==> config.mk <==
export PLATFORM = sky130hd
export DESIGN_NAME = rf_wb_queue
export DESIGN_NICKNAME = d
export VERILOG_FILES = /design/src/rtl/rf_wb_queue_pkg.sv /design/src/rtl/rf_wbq_fifo.sv /design/src/rtl/rf_wb_queue.sv
export SDC_FILE = /design/constraint.sdc
export NUM_CORES = 1
export LEC_CHECK = 0
export ABC_AREA = 1
export ABC_CLOCK_PERIOD_IN_PS = 6600
export CAP_MARGIN = 25
export CORE_AREA = 2 2 103 105
export DETAILED_ROUTE_END_ITERATION = 8
export DIE_AREA = 0 0 105 107
export DONT_BUFFER_PORTS = 1
export GPL_TIMING_DRIVEN = 0
export PLACE_DENSITY = 0.68
export SYNTH_ARGS = -nofsm -noshare
export SYNTH_HDL_FRONTEND = slang
export SYNTH_SLANG_ARGS = --single-unit
==> constraint.sdc <==
create_clock -name clk -period 6.6 [get_ports clk]
set_input_delay 1.32 -clock clk [delete_from_list [all_inputs] [get_ports clk]]
set_output_delay 1.32 -clock clk [all_outputs]
set_load 0.01 [all_outputs]
==> src/rtl/rf_wb_queue_pkg.sv <==
// Shared definitions for the register-file writeback queue: register-select
// width, register count and the default writeback entry layout.
package rf_wb_queue_pkg;

  localparam int REG_SEL_W = 3;
  localparam int NUM_REGS  = 8;
  localparam int WB_DATA_W = 16;

  typedef struct packed {
    logic [REG_SEL_W-1:0] regsel;
    logic [WB_DATA_W-1:0] data;
  } wb_entry_t;

endpackage

==> src/rtl/rf_wbq_fifo.sv <==
// Circular buffer with up to two writes and one read per cycle. Exposes every
// slot plus an occupancy vector so the parent can scan queued destinations.
module rf_wbq_fifo
  import rf_wb_queue_pkg::*;
#(
  parameter int  DEPTH   = 4,
  parameter type entry_t = wb_entry_t
) (
  input  logic                       clk,
  input  logic                       rst_n,
  input  logic [1:0]                 i_push_count,
  input  entry_t                     i_push0,
  input  entry_t                     i_push1,
  input  logic                       i_pop,
  output entry_t                     o_head,
  output logic [$clog2(DEPTH):0]     o_count,
  output logic [DEPTH-1:0]           o_occ,
  output logic [$clog2(DEPTH)-1:0]   o_rd_ptr,
  output entry_t                     o_entries [DEPTH]
);

  localparam int PW = $clog2(DEPTH);
  localparam int CW = PW + 1;

  entry_t          r_mem [DEPTH];
  logic [PW-1:0]   r_wr_ptr;
  logic [PW-1:0]   r_rd_ptr;
  logic [CW-1:0]   r_count;
  logic [PW-1:0]   w_wr_ptr1;

  assign w_wr_ptr1 = r_wr_ptr + PW'(1);

  // Payload storage needs no reset; occupancy alone decides what is valid.
  always_ff @(posedge clk) begin
    if (i_push_count != 2'd0) r_mem[r_wr_ptr]  <= i_push0;
    if (i_push_count == 2'd2) r_mem[w_wr_ptr1] <= i_push1;
  end

  always_ff @(posedge clk or negedge rst_n) begin
    if (!rst_n) begin
      r_wr_ptr <= '0;
      r_rd_ptr <= '0;
      r_count  <= '0;
    end else begin
      r_wr_ptr <= r_wr_ptr + PW'(i_push_count);
      r_rd_ptr <= r_rd_ptr + PW'(i_pop);
      r_count  <= r_count + CW'(i_push_count) - CW'(i_pop);
    end
  end

  // Slot i is occupied when its distance past the read pointer is below count.
  for (genvar i = 0; i < DEPTH; i++) begin : g_slot
    logic [PW-1:0] w_off;
    assign w_off        = PW'(i) - r_rd_ptr;
    assign o_occ[i]     = ({1'b0, w_off} < r_count);
    assign o_entries[i] = r_mem[i];
  end

  assign o_head   = r_mem[r_rd_ptr];
  assign o_count  = r_count;
  assign o_rd_ptr = r_rd_ptr;

endmodule

==> src/rtl/rf_wb_queue.sv <==
// Writeback queue merging load and ALU results in program order onto the
// single register-file write port, with a pending vector for decode stalls.
module rf_wb_queue
  import rf_wb_queue_pkg::*;
#(
  parameter int DATA_WIDTH = 16,
  parameter int DEPTH      = 4
) (
  input  logic                  clk,
  input  logic                  rst_n,
  input  logic                  mem_valid,
  input  logic [REG_SEL_W-1:0]  mem_regsel,
  input  logic [DATA_WIDTH-1:0] mem_data,
  output logic                  mem_ready,
  input  logic                  alu_valid,
  input  logic [REG_SEL_W-1:0]  alu_regsel,
  input  logic [DATA_WIDTH-1:0] alu_data,
  output logic                  alu_ready,
  output logic [REG_SEL_W-1:0]  writeregsel,
  output logic [DATA_WIDTH-1:0] writedata,
  output logic                  write,
  output logic [NUM_REGS-1:0]   pending,
  output logic [$clog2(DEPTH):0] count
);

  localparam int PW = $clog2(DEPTH);
  localparam int CW = PW + 1;

  typedef struct packed {
    logic [REG_SEL_W-1:0]  regsel;
    logic [DATA_WIDTH-1:0] data;
  } entry_t;

  entry_t        w_head;
  entry_t        w_push0;
  entry_t        w_push1;
  entry_t        w_entries [DEPTH];
  logic [DEPTH-1:0] w_occ;
  logic [PW-1:0] w_rd_ptr;
  logic [CW:0]   w_free;
  logic          w_nonempty;
  logic          w_mem_acc;
  logic          w_alu_acc;
  logic [1:0]    w_push_count;

  assign w_nonempty = (count != '0);

  // The head always pops this cycle, so its slot is credited back up front.
  assign w_free    = (CW+1)'(DEPTH) - {1'b0, count} + {{CW{1'b0}}, w_nonempty};
  assign mem_ready = rst_n && (w_free >= (CW+1)'(1));
  assign alu_ready = rst_n && (w_free >= (CW+1)'(2));

  assign w_mem_acc    = mem_valid && mem_ready;
  assign w_alu_acc    = alu_valid && alu_ready;
  assign w_push_count = {1'b0, w_mem_acc} + {1'b0, w_alu_acc};

  // Load result is the older instruction, so it lands ahead of the ALU result.
  assign w_push0 = w_mem_acc ? entry_t'{regsel: mem_regsel, data: mem_data}
                             : entry_t'{regsel: alu_regsel, data: alu_data};
  assign w_push1 = entry_t'{regsel: alu_regsel, data: alu_data};

  rf_wbq_fifo #(
    .DEPTH   (DEPTH),
    .entry_t (entry_t)
  ) u_fifo (
    .clk          (clk),
    .rst_n        (rst_n),
    .i_push_count (w_push_count),
    .i_push0      (w_push0),
    .i_push1      (w_push1),
    .i_pop        (w_nonempty),
    .o_head       (w_head),
    .o_count      (count),
    .o_occ        (w_occ),
    .o_rd_ptr     (w_rd_ptr),
    .o_entries    (w_entries)
  );

  // Head is excluded: the register-file bypass already exposes it this cycle.
  always_comb begin
    pending = '0;
    for (int i = 0; i < DEPTH; i++) begin
      if (w_occ[i] && (PW'(i) != w_rd_ptr)) pending[w_entries[i].regsel] = 1'b1;
    end
  end

  assign write       = w_nonempty;
  assign writeregsel = w_nonempty ? w_head.regsel : '0;
  assign writedata   = w_nonempty ? w_head.data   : '0;

endmodule
---- After elaboration in Yosys (flattened, before gate mapping) ----
Memories as Yosys holds them, arrays and structs flattened.
Index checks and enable logic that the tools add are counted.
storage, ports and cells
  register bits after elaboration ......... 7
  bits in writable memories ............... 76
  bits of input ports ..................... 42
  output and inout bits ................... 33
  word-level logic and storage cells ...... 71
  memories ................................ 1
operators by class
  add/sub/neg operators ................... 12
  $lt $le $gt $ge ......................... 14
  equality and inequality tests ........... 4
  muxes and demuxes ....................... 19
  bitwise operators ....................... 3
  reductions and logical operators ........ 15
memory list
  name          words  width  rd ports  clocked after memory_dff  write ports  RTL line           source
  u_fifo.r_mem  4      19     5         0                         2            rf_wbq_fifo.sv:25  entry_t r_mem [DEPTH];
operators by type and width
  operator               count
  $mux W8                4
  $or A8 B8 Y8           3
  $mux W19               1
  $lt A3 B4 Y1 const B   4
  $mux W16               1
  $demux W1 S3           4
  $ge A3 B1 Y1 const B   4
  $logic_and A1 B1 Y1    12
  $lt A2 B3 Y1           4
  $mux W1                8
  $add A4 B1 Y4          1
  $ge A4 B1 Y1 const B   1
  $ge A4 B2 Y1 const B   1
  $ne A2 B2 Y1 const A   2
  $reduce_bool A2 Y1     2
  $sub A1 B2 Y2 const A  2
  $sub A2 B2 Y2 const A  2
  $sub A3 B3 Y4 const A  1
  $add A3 B2 Y3          1
  $mux W3                1
  $reduce_bool A3 Y1     1
  $sub A3 B1 Y3          1
  $add A1 B1 Y2          1
  $add A2 B1 Y2          1
  other kinds (4)        4

---- Longest topological paths before layout ----
Gate-level depths: netlist (run 1).
  word-level depth ........................ 11
  mapped depth ............................ 19
  mapped depth without buffers ............ 17

---- Hierarchy ----
A second synthesis (run 1) with hierarchy kept.
unflattened totals
  cells, all modules ...................... 799
  area total of the unflattened synthesis .. 5579.1 um^2
modules (own cells, without submodules)
  module       instances  cells each  area each (um^2)  sequential area each (um^2)
  rf_wbq_fifo  1          589         4625.7            2457.4
  rf_wb_queue  1          210         953.4             0.0

---- Least setup slack after synthesis (run 1) ----
No wires, ideal clock.
  path type ............................... reg-to-reg
  start ................................... register u_fifo.r_count[2] (netlist: u_fifo.o_count[2])
  end ..................................... memory u_fifo.r_mem[0][0] in the netlist's numbering (enable)
  setup time .............................. 421 ps
  arrival ................................. 3507 ps
  required time ........................... 6179 ps
  setup slack ............................. 2671 ps
  stages on the path, launching flop included .. 11
  buffers on the path ..................... 2
  period minus slack after synthesis ...... 3929 ps
  cells stage by stage .................... dfrtp_1 nor3_1 clkbuf_1 ha_1 nor2_1 nand3_2 nand2_2 nand3_2 buf_4 ha_1 o21ai_0
RTL lines
  element                 RTL line           source
  start, declared         rf_wbq_fifo.sv:28  logic [CW-1:0] r_count;
  start signal, assigned  rf_wbq_fifo.sv:47  r_count <= r_count + CW'(i_push_count) - CW'(i_pop);
  end, declared           rf_wbq_fifo.sv:25

---- Worst setup path in the final report (run 1) ----
  start ................................... register u_fifo.r_rd_ptr[1] (netlist: u_fifo.o_rd_ptr[1])
  end ..................................... output pending[1]
on the way
  word-level cells in the longest chain between the ends .. 10
  elaborated cells between the ends (all ways) .. 23
  those cells by class .................... add/sub: 4; order compare: 4; eq/ne: 3; mux: 4; bitwise: 3; reduce/logical: 5
RTL lines
  element                 RTL line           source
  start, declared         rf_wbq_fifo.sv:27  logic [PW-1:0] r_rd_ptr;
  start signal, assigned  rf_wbq_fifo.sv:46  r_rd_ptr <= r_rd_ptr + PW'(i_pop);
  $sub A1 B2 Y2           rf_wbq_fifo.sv:54  assign w_off = PW'(i) - r_rd_ptr;
  $lt A2 B3 Y1            rf_wbq_fifo.sv:55  assign o_occ[i] = ({1'b0, w_off} < r_count);
  $logic_and A1 B1 Y1     rf_wb_queue.sv:83  if (w_occ[i] && (PW'(i) != w_rd_ptr)) pending[w_entries[i].regsel] = 1'b1;
  $mux W8                 rf_wb_queue.sv:83
  $or A8 B8 Y8 (no line)  -
  $mux W8                 rf_wb_queue.sv:83
  $or A8 B8 Y8 (no line)  -
  $mux W8                 rf_wb_queue.sv:83
  $or A8 B8 Y8 (no line)  -
  $mux W8 *               rf_wb_queue.sv:83
  end, declared           rf_wb_queue.sv:22  output logic [NUM_REGS-1:0] pending,
Mark *: on every way between the ends. The rest lies on a longest branch, timed or not.

==> impl_metrics.toml, run 1 <==
[clock_tree]
cts_num_sinks = 83
cts_made_buffers = 9
cts_resized = 0
worst_skew_pair.late_latency_ps = 370
cts_tree = "built"
clk_pin_slew_ps = 90
cts-htree-levels = 3
cts_root_buf = "clkbuf_8"
post_cts_buffers = 0
cts_buffer_depth = 2
postCtsHoldBufs = 0

[run_status]
status = "complete, no violations"

[critical_path]
cp_max_fo = 12
path_buf_inv = 3
path_class = "register to output pin"
crit_arrival_ps = 2900
worst_ep_required_time_ps = 5280
path_cells = "inv_1 > clkbuf_1 > ha_1 > inv_1 > ha_1 > nand3_1 > nand3b_1 > nor2_1 > nand3_1 > nand3_1"
crit_path_start_kind = "register"
critical-path-top-delay-family = "buffers and inverters"
cp_common_cell = "nand3_1"
crit_path_top_delay_cell = "clkbuf_1"
critPathCaptureType = "output pin"
cpPeakStageDelay_ps = 610

[placement]
hpwl_um = 11200
portBuffers = 0
gp_congestion = 0.876

[min_path]
hp-class = "primary input to asynchronous set/reset pin"

[logic_synthesis]
synthesis.nets = 780
ys_types = 26
synth_sequential_area_ratio = 0.437
syn-cell-area_um2 = 5620
synth-seq-cells = 83
netlist_instances = 719
syn_avg_cell_area_um2 = 7.81
yosysWarnings = 0

[layout]
area_growth_pct = 7.59
nets = 795
num_antenna_cells = 0
drive_gt1_frac = 0.0989
fin_util = 0.599

[flow_run]
maxCapViolations = 0

[die]
start_util = 0.557
dieArea_um2 = 11200
num_rows = 37
die_h_um = 107
die_w_um = 105
ios = 75
coreArea_um2 = 10100

[power_and_ir_drop]
p_leak_uw = 0.00265
power.density_nw_per_um2 = 399
p_total_uw = 2410
ir_worst_vdd_mv = 0.189

[timing]
final-max-slew-violation-count = 0
period_share = 0.639
min_period_ps = 4220
worst_pin_slew_ps = 795
hold_violations = 0
fmax_mhz = 237
tns_ps = 0
rsz0062_at_grt = "false"
skew_ps = 6.34
slew-limit-headroom = 0.470
setup_violations = 0

[routing]
drt_iter0_markers = 605
drc_errors = 0
wire_per_inst_um = 19.2
wl_um = 16800
viasPerCell = 5.84
vias = 5104
drt-pass1-iter-count = 6
detail-route-antenna-nets = 0

[global_route]
grt_pass1_vias = 5153
track_usage = 0.311
antenna_found_initial = 0
grt_max_degree = 14
grt_pass1_wl_um = 26300
grt_overflow = 0
[final cells by class]
| type | instances | area, µm² |
|---|---|---|
| Buffer | 38 | 234 |
| Clock buffer | 9 | 124 |
| Clock inverter | 6 | 57.6 |
| Fill cell | 946 | 4050 |
| Inverter | 74 | 278 |
| Multi-Input combinational cell | 524 | 2660 |
| Sequential cell | 83 | 2460 |
| Tap cell | 136 | 170 |
| Timing Repair Buffer | 4 | 60.1 |
[registers in the layout, summed over array words and instances (netlist names)]
signal           cells
u_fifo.o_rd_ptr      2
u_fifo.r_mem        76
u_fifo.r_wr_ptr      2
u_fifo.o_count       3
[placed cells by master (no fill, tap or decap), drive strengths merged]
cell type  instances
nand3            112
nor2             102
edfxtp            76
nand4             24
clkinvlp           1
clkinv             4
a21oi             26
or2                1
o21ai             42
nor3               2
nand3b             2
xnor2              2
xor2               3
bufinv             1
buf               33
clkbuf            18
dfrtp              7
ha                18
inv               74
nand2            189
fa                 1
[cell usage after synthesis]
| cell type | n | area (µm²) |
|---|---|---|
| a21oi_1 | 26 | 130 |
| buf_12 | 1 | 20.0 |
| buf_2 | 22 | 110 |
| buf_4 | 2 | 15.0 |
| buf_6 | 4 | 45.0 |
| clkbuf_1 | 8 | 30.0 |
| clkbuf_8 | 1 | 13.8 |
| dfrtp_1 | 7 | 175 |
| edfxtp_1 | 76 | 2280 |
| fa_1 | 1 | 20.0 |
| ha_1 | 18 | 225 |
| inv_1 | 73 | 274 |
| inv_2 | 1 | 3.75 |
| nand2_1 | 179 | 672 |
| nand2_2 | 10 | 62.6 |
| nand3_1 | 110 | 551 |
| nand3_2 | 2 | 20.0 |
| nand3b_1 | 2 | 15.0 |
| nand4_1 | 14 | 87.6 |
| nand4_4 | 10 | 213 |
| nor2_1 | 102 | 383 |
| nor3_1 | 2 | 10.0 |
| o21ai_0 | 42 | 210 |
| or2_1 | 1 | 6.26 |
| xnor2_1 | 2 | 17.5 |
| xor2_1 | 3 | 26.3 |
[layer usage]
layer | track usage | part of all wire
met5 | 0 | 0
met4 | 0.144 | 0.031
met2 | 0.512 | 0.48
met1 | 0.397 | 0.40
met3 | 0.0602 | 0.096
[path summary, 6_finish.rpt]
kind,startpoint,end,slack [ps],depth (start not counted)
hold reg to reg,u_fifo.r_wr_ptr[0]$_DFF_PN0_,u_fifo.r_wr_ptr[0]$_DFF_PN0_,640,1
max in group asynchronous,rst_n,u_fifo.r_wr_ptr[0]$_DFF_PN0_,5900,0
min in group clk,u_fifo.r_wr_ptr[0]$_DFF_PN0_,u_fifo.r_wr_ptr[0]$_DFF_PN0_,640,1
setup / recovery,u_fifo.o_rd_ptr[1]$_DFF_PN0_,pending[1],2380,10
setup reg to reg,u_fifo.o_count[2]$_DFF_PN0_,u_fifo.r_mem[3][15]$_DFFE_PP_,2380,16
hold / removal,rst_n,u_fifo.o_count[1]$_DFF_PN0_,640,0
[logic make-up after synthesis]
logic type,synth area share
buffers and inverters,0.0911
and+or+nand+nor,0.359
AOI/OAI and AO/OA,0.0606
xor gates and xnor gates,0.00780
adders and majority gates,0.0437
DFF,0.437
[through the flow]
| step | hold slack, ps | worst slack [ps] | cell area [µm²] | std cells |
|---|---|---|---|---|
| CTS | 616 | 2350 | 6040 | 874 |
| floorplan | 523 | 2670 | 5620 | 719 |
| global route | 624 | 2110 | 6040 | 874 |
| finish | 636 | 2380 | 6040 | 874 |
| detailed placement | 585 | 2450 | 5860 | 859 |
| global placement | 545 | 741 | 5790 | 855 |
[power breakdown]
part | leakage [µW] | internal, µW | switching [µW] | total, µW
clock network | 0.0000878 | 170 | 188 | 357
registers | 0.000773 | 734 | 74.7 | 809
logic | 0.00179 | 377 | 866 | 1240
Power figures use the tool's default switching activity.
==> run 2: changes to the inputs <==
--- a/config.mk
+++ b/config.mk
@@ -6,7 +6,7 @@
 export NUM_CORES = 1
 export LEC_CHECK = 0
 export ABC_AREA = 1
-export ABC_CLOCK_PERIOD_IN_PS = 6600
+export ABC_CLOCK_PERIOD_IN_PS = 4100
 export CAP_MARGIN = 25
 export CORE_AREA = 2 2 103 105
 export DETAILED_ROUTE_END_ITERATION = 8
==> constraint.sdc (replaced) <==
create_clock -name clk -period 4.1 [get_ports clk]
set_input_delay 0.82 -clock clk [delete_from_list [all_inputs] [get_ports clk]]
set_output_delay 0.82 -clock clk [all_outputs]
set_load 0.01 [all_outputs]
==> run 2 against run 1 <==
Effect of this change:
- sequential share of layout area is essentially flat
- sequential power grew 62%
- setup slack lost 2100 ps
- design area grew 0.10%
- clock skew is essentially flat
- combinational power grew 61%
- power grew 61%
- core utilization grew 0.062 points
- first-iteration DRC count shrank 4.6%
- sequential cell count is the same
- critical endpoint is now u_fifo.r_mem[3][1]$_DFFE_PP_
- highest routed layer unchanged
==> impl_metrics.toml, run 2 (synthesis results as in run 1) <==
[global_route]
grt_pass1_wl_um = 26300
track_usage = 0.311
antenna_found_initial = 0
grt_pass1_vias = 5153
grt_max_degree = 14
grt_overflow = 0

[layout]
drive_gt1_frac = 0.102
largest-register = "u_fifo.r_mem"
final_cell_mix = "nand2_1, nand3_1, nor2_1"
area_growth_pct = 7.71
layout_commonest_cell = "nand2_1"
num_antenna_cells = 0
largest_reg_flops = 76
nets = 795
fin_util = 0.600

[die]
dieArea_um2 = 11200
coreArea_um2 = 10100
ios = 75
start_util = 0.557
die_w_um = 105
num_rows = 37
die_h_um = 107

[power_and_ir_drop]
ir_worst_vdd_mv = 0.304
clkPwrFrac = 0.148
pwr-share-seq = 0.336
p_int_uw = 2060
power.density_nw_per_um2 = 642
power_frac_comb = 0.516
netSwitchingFraction = 0.468
p_leak_uw = 0.00266
p_switching_uw = 1820

[run_status]
status = "complete, no violations"

[routing]
wl_met1_um = 6570
wl_um = 16800
wire_per_inst_um = 19.2
viasPerCell = 5.87
wl_met2_um = 7990
vias = 5131
drc_errors = 0
top_layer = "met4"
detail-route-antenna-nets = 0
wl_met3_um = 1690
drt_iter0_markers = 577
drt-pass1-iter-count = 5

[timing]
final-max-slew-violation-count = 0
skew_ps = 6.47
whs_ps = 136
slew-limit-headroom = 0.469
hold_violations = 0
fmax_mhz = 259
min_period_ps = 3860
setup_violations = 0
rsz0062_at_grt = "false"
period_share = 0.941
setup_slack_ps = 242
worst_pin_slew_ps = 797

[critical_path]
crit_arrival_ps = 3930
worst_ep_required_time_ps = 4180
crit_path_start_kind = "register"
cp_max_fo = 10
path_class = "register to register"
worst_r2r_endpoint = "u_fifo.r_mem[3][1]$_DFFE_PP_"
critPathCaptureType = "register"
regToRegSetupSlack_ps = 240
r2r-start = "u_fifo.o_count[2]$_DFF_PN0_"
r2r_cells = 16

[clock_tree]
worst_skew_pair.late_latency_ps = 370
cts_made_buffers = 9
cts_root_buf = "clkbuf_8"
cts-htree-levels = 3
cts_buffer_depth = 2
cts_num_sinks = 83
clk_pin_slew_ps = 90
cts_tree = "built"

[flow_run]
maxCapViolations = 0

[placement]
hpwl_um = 11200
portBuffers = 0
gp_congestion = 0.876
place_ws_ps = -53.0

[min_path]
hp-class = "primary input to asynchronous set/reset pin"
[run 2: worst max-delay path by stage]
stage | slack, ps | end | startpoint
2_1_floorplan | 170 | u_fifo.r_mem[0][0]$_DFFE_PP_ | u_fifo.o_count[2]$_DFF_PN0_
3_3_place_gp | -1760 | u_fifo.r_mem[3][3]$_DFFE_PP_ | u_fifo.o_count[2]$_DFF_PN0_
3_5_place_dp | -50 | u_fifo.r_mem[3][1]$_DFFE_PP_ | u_fifo.o_count[2]$_DFF_PN0_
4_1_cts | 130 | u_fifo.r_mem[3][3]$_DFFE_PP_ | u_fifo.o_count[2]$_DFF_PN0_
5_1_grt | 60 | u_fifo.r_mem[3][16]$_DFFE_PP_ | u_fifo.o_count[2]$_DFF_PN0_
6_report | 240 | u_fifo.r_mem[3][1]$_DFFE_PP_ | u_fifo.o_count[2]$_DFF_PN0_
[run 2: power by group through the flow]
| stage | combinational, µW | clock (µW) | sequential, µW |
|---|---|---|---|
| after global routing | 2240 | 601 | 1330 |
| after floorplan | 1440 | 0 | 1300 |
| after detailed placement | 1990 | 0 | 1320 |
| after CTS | 2000 | 573 | 1300 |
| final | 2000 | 574 | 1310 |
| after global placement | 1870 | 0 | 1330 |
[run 2: cell type report]
| cell class | instances | area, µm² |
|---|---|---|
| fill | 946 | 4040 |
| multi-input combinational | 524 | 2670 |
| sequential | 83 | 2460 |
| inverter | 74 | 278 |
| buffer | 38 | 235 |
| tap | 136 | 170 |
| clock buffer | 9 | 124 |
| timing repair buffer | 4 | 60.1 |
| clock inverter | 6 | 57.6 |
[run 2: worst max-delay path, stage by stage (launching register included)]
cell and delay, ps:
dfrtp_1 500, nor3_2 340, clkbuf_2 350, ha_1 300
nor2_1 150, nand3_2 100, nand2_2 120, nand3_2 110
buf_4 220, inv_1 70, ha_1 130, inv_1 110
nor2_1 170, inv_1 60, buf_2 220, o21ai_2 340
buf_8 240
[run 2: repair_timing]
item / CTS / global route
gates resized for setup: 1 / 1
hold buffers: 0 / 0
cloned: 0 / 0
buffers inserted: 0 / 0
endpoints found under the setup margin: 45 / 46
[run 2: stage by stage]
stage / instance area, µm² / instances / setup TNS [ps] / power, µW
after global routing: 6050 / 874 / 0 / 4170
final: 6050 / 874 / 0 / 3880
after CTS: 6050 / 874 / 0 / 3870
after floorplan: 5620 / 719 / 0 / 2730
after global placement: 5790 / 855 / -126810 / 3200
after detailed placement: 5860 / 859 / -996 / 3300
[run 2: metal layers]
metal | GRT usage | vias to the layer above
met5 | 0 | -
met4 | 0.144 | 0
met3 | 0.0602 | 43
met2 | 0.512 | 285
met1 | 0.397 | 2392
li1 | - | 2411
==> RTL change 1 (config.mk and constraints of run 1) <==
Set the parameter `DATA_WIDTH` to 32 (it was 16).
--- a/src/rtl/rf_wb_queue.sv
+++ b/src/rtl/rf_wb_queue.sv
@@ -4,5 +4,5 @@
   import rf_wb_queue_pkg::*;
 #(
-  parameter int DATA_WIDTH = 16,
+  parameter int DATA_WIDTH = 32,
   parameter int DEPTH      = 4
 ) (
Ports: changed (resized alu_data, mem_data and writedata); port bits go from 75 to 123. No check against the original RTL was run, so the function may have changed too.
==> RTL change 1 against run 1 <==
The flow now stops in global placement without I/O (3_1_place_gp_skip_io); area after synthesis grew 64%; synthesized cell count grew 65%.
==> RTL change 1: results (changes against run 1) <==
- Outcome: did not finish (was finished clean)
- Stage where the flow stopped: global placement without I/O (3_1_place_gp_skip_io)
- First logged error message: [ERROR GPL-0301] Utilization 103.480 % exceeds 100%.
- Seq/Total Area, Yosys: 47.5% (was 43.7%)
- Largest cells by area after synthesis: sky130_fd_sc_hd__edfxtp_1 46%, sky130_fd_sc_hd__nand2_1 13%, sky130_fd_sc_hd__nand3_1 8.4% (was sky130_fd_sc_hd__edfxtp_1 41%, sky130_fd_sc_hd__nand2_1 12%, sky130_fd_sc_hd__nand3_1 9.8%)
- Top flip-flop cell by instance count after synthesis: sky130_fd_sc_hd__edfxtp_1 (unchanged)
- Count of state elements after synthesis: 147 (was 83)
- Synth warn: 0 (unchanged)
- Fraction of registers with async set/reset: 4.76% (was 8.43%)
- Net count after synthesis: 1276 (was 780)
- Most frequent cells after synthesis: 320 x sky130_fd_sc_hd__nand2_1, 156 x sky130_fd_sc_hd__nor2_1, 154 x sky130_fd_sc_hd__nand3_1, 140 x sky130_fd_sc_hd__edfxtp_1, 100 x sky130_fd_sc_hd__inv_1 (was 179 x sky130_fd_sc_hd__nand2_1, 110 x sky130_fd_sc_hd__nand3_1, 102 x sky130_fd_sc_hd__nor2_1, 76 x sky130_fd_sc_hd__edfxtp_1, 73 x sky130_fd_sc_hd__inv_1)
- Unique cell type count in the Yosys netlist: 32 (was 26)
- EDFF count, synth: 140 (was 76)
- Synth Instances: 1183 (was 719)
- Synth Cell Area: 0.00921 mm2 (was 0.00562 mm2)
-- RTL change 1: cell count changes after synthesis, sizes merged, moves of 10 or more --
| cell | before | now |
|---|---|---|
| o21ai | 42 | 74 |
| inv | 74 | 107 |
| clkbuf | 9 | 35 |
| nand4 | 24 | 43 |
| nand2 | 189 | 349 |
| a21oi | 26 | 42 |
| nor2 | 102 | 160 |
| nand3 | 112 | 156 |
| nor3 | 2 | 12 |
| edfxtp | 76 | 140 |
-- RTL change 1: kinds of logic after synthesis --
family	synth area share [%]
buffers and inverters	7.51
AO/OA/AOI/OAI	6.39
XOR/XNOR	0.476
AND/OR/NAND/NOR	35.4
adder cells (fa/ha/maj)	2.66
flip-flops	47.5
==> RTL change 2 (config.mk and constraints of run 1) <==
Without the edit above. Register the output `count`; this adds one clock of latency there. The other outputs are not delayed to match.
--- a/src/rtl/rf_wb_queue.sv
+++ b/src/rtl/rf_wb_queue.sv
@@ -32,4 +32,6 @@
   } entry_t;
 
+  logic [$clog2(DEPTH):0] count_d;
+
   entry_t        w_head;
   entry_t        w_push0;
@@ -44,8 +46,8 @@
   logic [1:0]    w_push_count;
 
-  assign w_nonempty = (count != '0);
+  assign w_nonempty = (count_d != '0);
 
   // The head always pops this cycle, so its slot is credited back up front.
-  assign w_free    = (CW+1)'(DEPTH) - {1'b0, count} + {{CW{1'b0}}, w_nonempty};
+  assign w_free    = (CW+1)'(DEPTH) - {1'b0, count_d} + {{CW{1'b0}}, w_nonempty};
   assign mem_ready = rst_n && (w_free >= (CW+1)'(1));
   assign alu_ready = rst_n && (w_free >= (CW+1)'(2));
@@ -71,5 +73,5 @@
     .i_pop        (w_nonempty),
     .o_head       (w_head),
-    .o_count      (count),
+    .o_count      (count_d),
     .o_occ        (w_occ),
     .o_rd_ptr     (w_rd_ptr),
@@ -89,3 +91,7 @@
   assign writedata   = w_nonempty ? w_head.data   : '0;
 
+  always_ff @(posedge clk) begin
+    count <= count_d;
+  end
+
 endmodule
Formal check against the unedited RTL: not equivalent (a bounded check fails within 4 cycles, from zero or initial values and one cycle with rst_n low).
==> RTL change 2 against run 1 <==
Power grew 5.2%; wire length grew 7.1%; via count grew 1.9%; global-route usage grew 1.2 points; setup slack lost 0.35 ns; sequential cell count grew 3; synthesized cell count grew 0.42%; sequential power grew 3.2%; area after synthesis grew 1.2%; largest cell class unchanged; cell area grew 1.9%; non-clock buffer count is the same.
==> RTL change 2: results (changes against run 1) <==
- NumNets Final: 798 (was 795)
- Worst reg2reg startpoint: u_fifo.o_count[2] (unchanged)
- Largest cells by area after synthesis: sky130_fd_sc_hd__edfxtp_1 40%, sky130_fd_sc_hd__nand2_1 11%, sky130_fd_sc_hd__nand3_1 9.8% (was sky130_fd_sc_hd__edfxtp_1 41%, sky130_fd_sc_hd__nand2_1 12%, sky130_fd_sc_hd__nand3_1 9.8%)
- Post-CTS repair timing setup buffer count: 0 (unchanged)
- Synth Instances: 722 (was 719)
- Ratio of cells with drive above 1 in the final layout: 11.1% (was 9.89%)
- Most frequent cells after synthesis: 169 x sky130_fd_sc_hd__nand2_1, 111 x sky130_fd_sc_hd__nand3_1, 101 x sky130_fd_sc_hd__nor2_1, 76 x sky130_fd_sc_hd__edfxtp_1, 73 x sky130_fd_sc_hd__inv_1 (was 179 x sky130_fd_sc_hd__nand2_1, 110 x sky130_fd_sc_hd__nand3_1, 102 x sky130_fd_sc_hd__nor2_1, 76 x sky130_fd_sc_hd__edfxtp_1, 73 x sky130_fd_sc_hd__inv_1)
- Net count after synthesis: 783 (was 780)
- Wire length on met1: 6730 um (was 6650 um)
- Outcome: finished clean (unchanged)
- Startpoint-to-endpoint class of the critical path: flop to flop (was flop to output pin)
- Unique cell type count in the Yosys netlist: 27 (was 26)
- Antenna violations before repair: 0 (unchanged)
- Detailed placement HPWL: 12000 um (was 11200 um)
- Met3 WL post-DR: 1920 um (was 1610 um)
- Clock latency at the later pin of the worst-skew pair: 0.36 ns
- Data arrival, critical path: 4.65 ns (was 2.90 ns)
- HP Class: flop to flop (was input pin to async pin)
- Maximum number of pins on one net before global-route repair: 15 (was 14)
- Cell total after placement: 862 (was 859)
- Detailed-routed wire length on met2: 8830 um (was 7980 um)
- Seq/Total Area, Yosys: 44.3% (was 43.7%)
- Met1 layer usage reported by global route: 39.6% (was 39.7%)
- Met2 Usage GRT: 55.5% (was 51.2%)
- Number of global-route vias before repair: 5050 (was 5153)
- Number of iterations in the first detailed-routing pass: 5 (was 6)
- Fraction of registers with async set/reset: 8.14% (was 8.43%)
- Total CTS buffers: 9 (unchanged)
- Critical path fanouts, max: 10 (was 12)
- Post-layout instance count excluding filler cells: 878 (was 874)
- Overall fraction of global-route tracks in use: 32.3% (was 31.1%)
- Average wire length per cell after detail routing: 20.4 um (was 19.2 um)
- Initial DRC count: 577 (was 605)
- Maximum VDD drop: 0.200 mV (was 0.189 mV)
- LEAKAGE: 0.00269 uW (was 0.00265 uW)
- Global placement routability congestion: 0.884 (was 0.876)
- Max transition margin: 44.3% (was 47.0%)
- Global Route met3 Usage: 6.02% (unchanged)
- EDFF count, synth: 76 (unchanged)
- First-pass GRT wire length: 27100 um (was 26300 um)
- Post-route clock skew: 0.0138 ns (was 0.00634 ns)
- Vias/cell: 5.93 (was 5.84)
==> RTL change 2: report_power, final <==
group | leakage (uW) | total (uW) | internal (uW) | switching [uW]
sequential | 0.000799 | 835 | 762 | 73.0
combinational | 0.00179 | 1290 | 380 | 911
clock | 0.000104 | 408 | 213 | 195
total | 0.00269 | 2530 | 1360 | 1180
==> RTL change 2: critical path: stages, from the launching register on <==
cell,delay (ns)
sky130_fd_sc_hd__dfrtp_1,0.48
sky130_fd_sc_hd__nor3_1,0.59
sky130_fd_sc_hd__clkbuf_1,0.60
sky130_fd_sc_hd__ha_1,0.36
sky130_fd_sc_hd__nor2_1,0.16
sky130_fd_sc_hd__nand3_2,0.11
sky130_fd_sc_hd__nand2_2,0.11
sky130_fd_sc_hd__nand3_1,0.16
sky130_fd_sc_hd__buf_4,0.25
sky130_fd_sc_hd__inv_1,0.08
sky130_fd_sc_hd__ha_1,0.18
sky130_fd_sc_hd__inv_1,0.13
sky130_fd_sc_hd__nor2_1,0.19
sky130_fd_sc_hd__inv_1,0.07
sky130_fd_sc_hd__buf_2,0.23
sky130_fd_sc_hd__o21ai_2,0.34
sky130_fd_sc_hd__buf_8,0.24
==> RTL change 2: final cells by class <==
class | count | area [um2]
repair buffers | 4 | 72.6
flip-flops and latches | 86 | 2520
well taps | 136 | 170
clock inverters | 6 | 85.1
clock buffers | 10 | 128
inverters | 74 | 278
multi-input cells | 524 | 2690
plain buffers | 38 | 220
fillers | 955 | 3940
==> RTL change 2: kinds of logic after synthesis <==
kind of cell	share of synthesized area [%]
AO/OA/AOI/OAI	5.98
adder cells (fa/ha/maj)	4.31
buffers and inverters	8.76
flip-flops	44.3
AND/OR/NAND/NOR	35.9
XOR/XNOR	0.770
==> RTL change 2: path summary, 6_finish.rpt <==
check / slack, ns / endpoint / cells past startpoint
min in group asynchronous: 0.64 / u_fifo.r_wr_ptr[1] / 0
worst max register to register: 2.03 / u_fifo.r_mem[0][14] / 16
max in group asynchronous: 5.88 / u_fifo.o_rd_ptr[0] / 0
worst min-delay path: 0.45 / count[1] / 0
worst max-delay path: 2.03 / u_fifo.r_mem[0][14] / 16
worst min register to register: 0.45 / count[1] / 0
==> RTL change 2: metrics by stage <==
| step | worst slack (ns) | hold slack (ns) | instance area, um2 | utilization, % |
|---|---|---|---|---|
| floorplan | 2.70 | 0.407 | 5690 | - |
| global placement | 0.550 | 0.434 | 5860 | 58.0 |
| detailed placement | 2.14 | 0.433 | 5940 | 58.9 |
| CTS | 2.10 | 0.453 | 6160 | 61.0 |
| global route | 1.80 | 0.479 | 6160 | 61.0 |
| finish | 2.03 | 0.453 | 6160 | 61.0 |
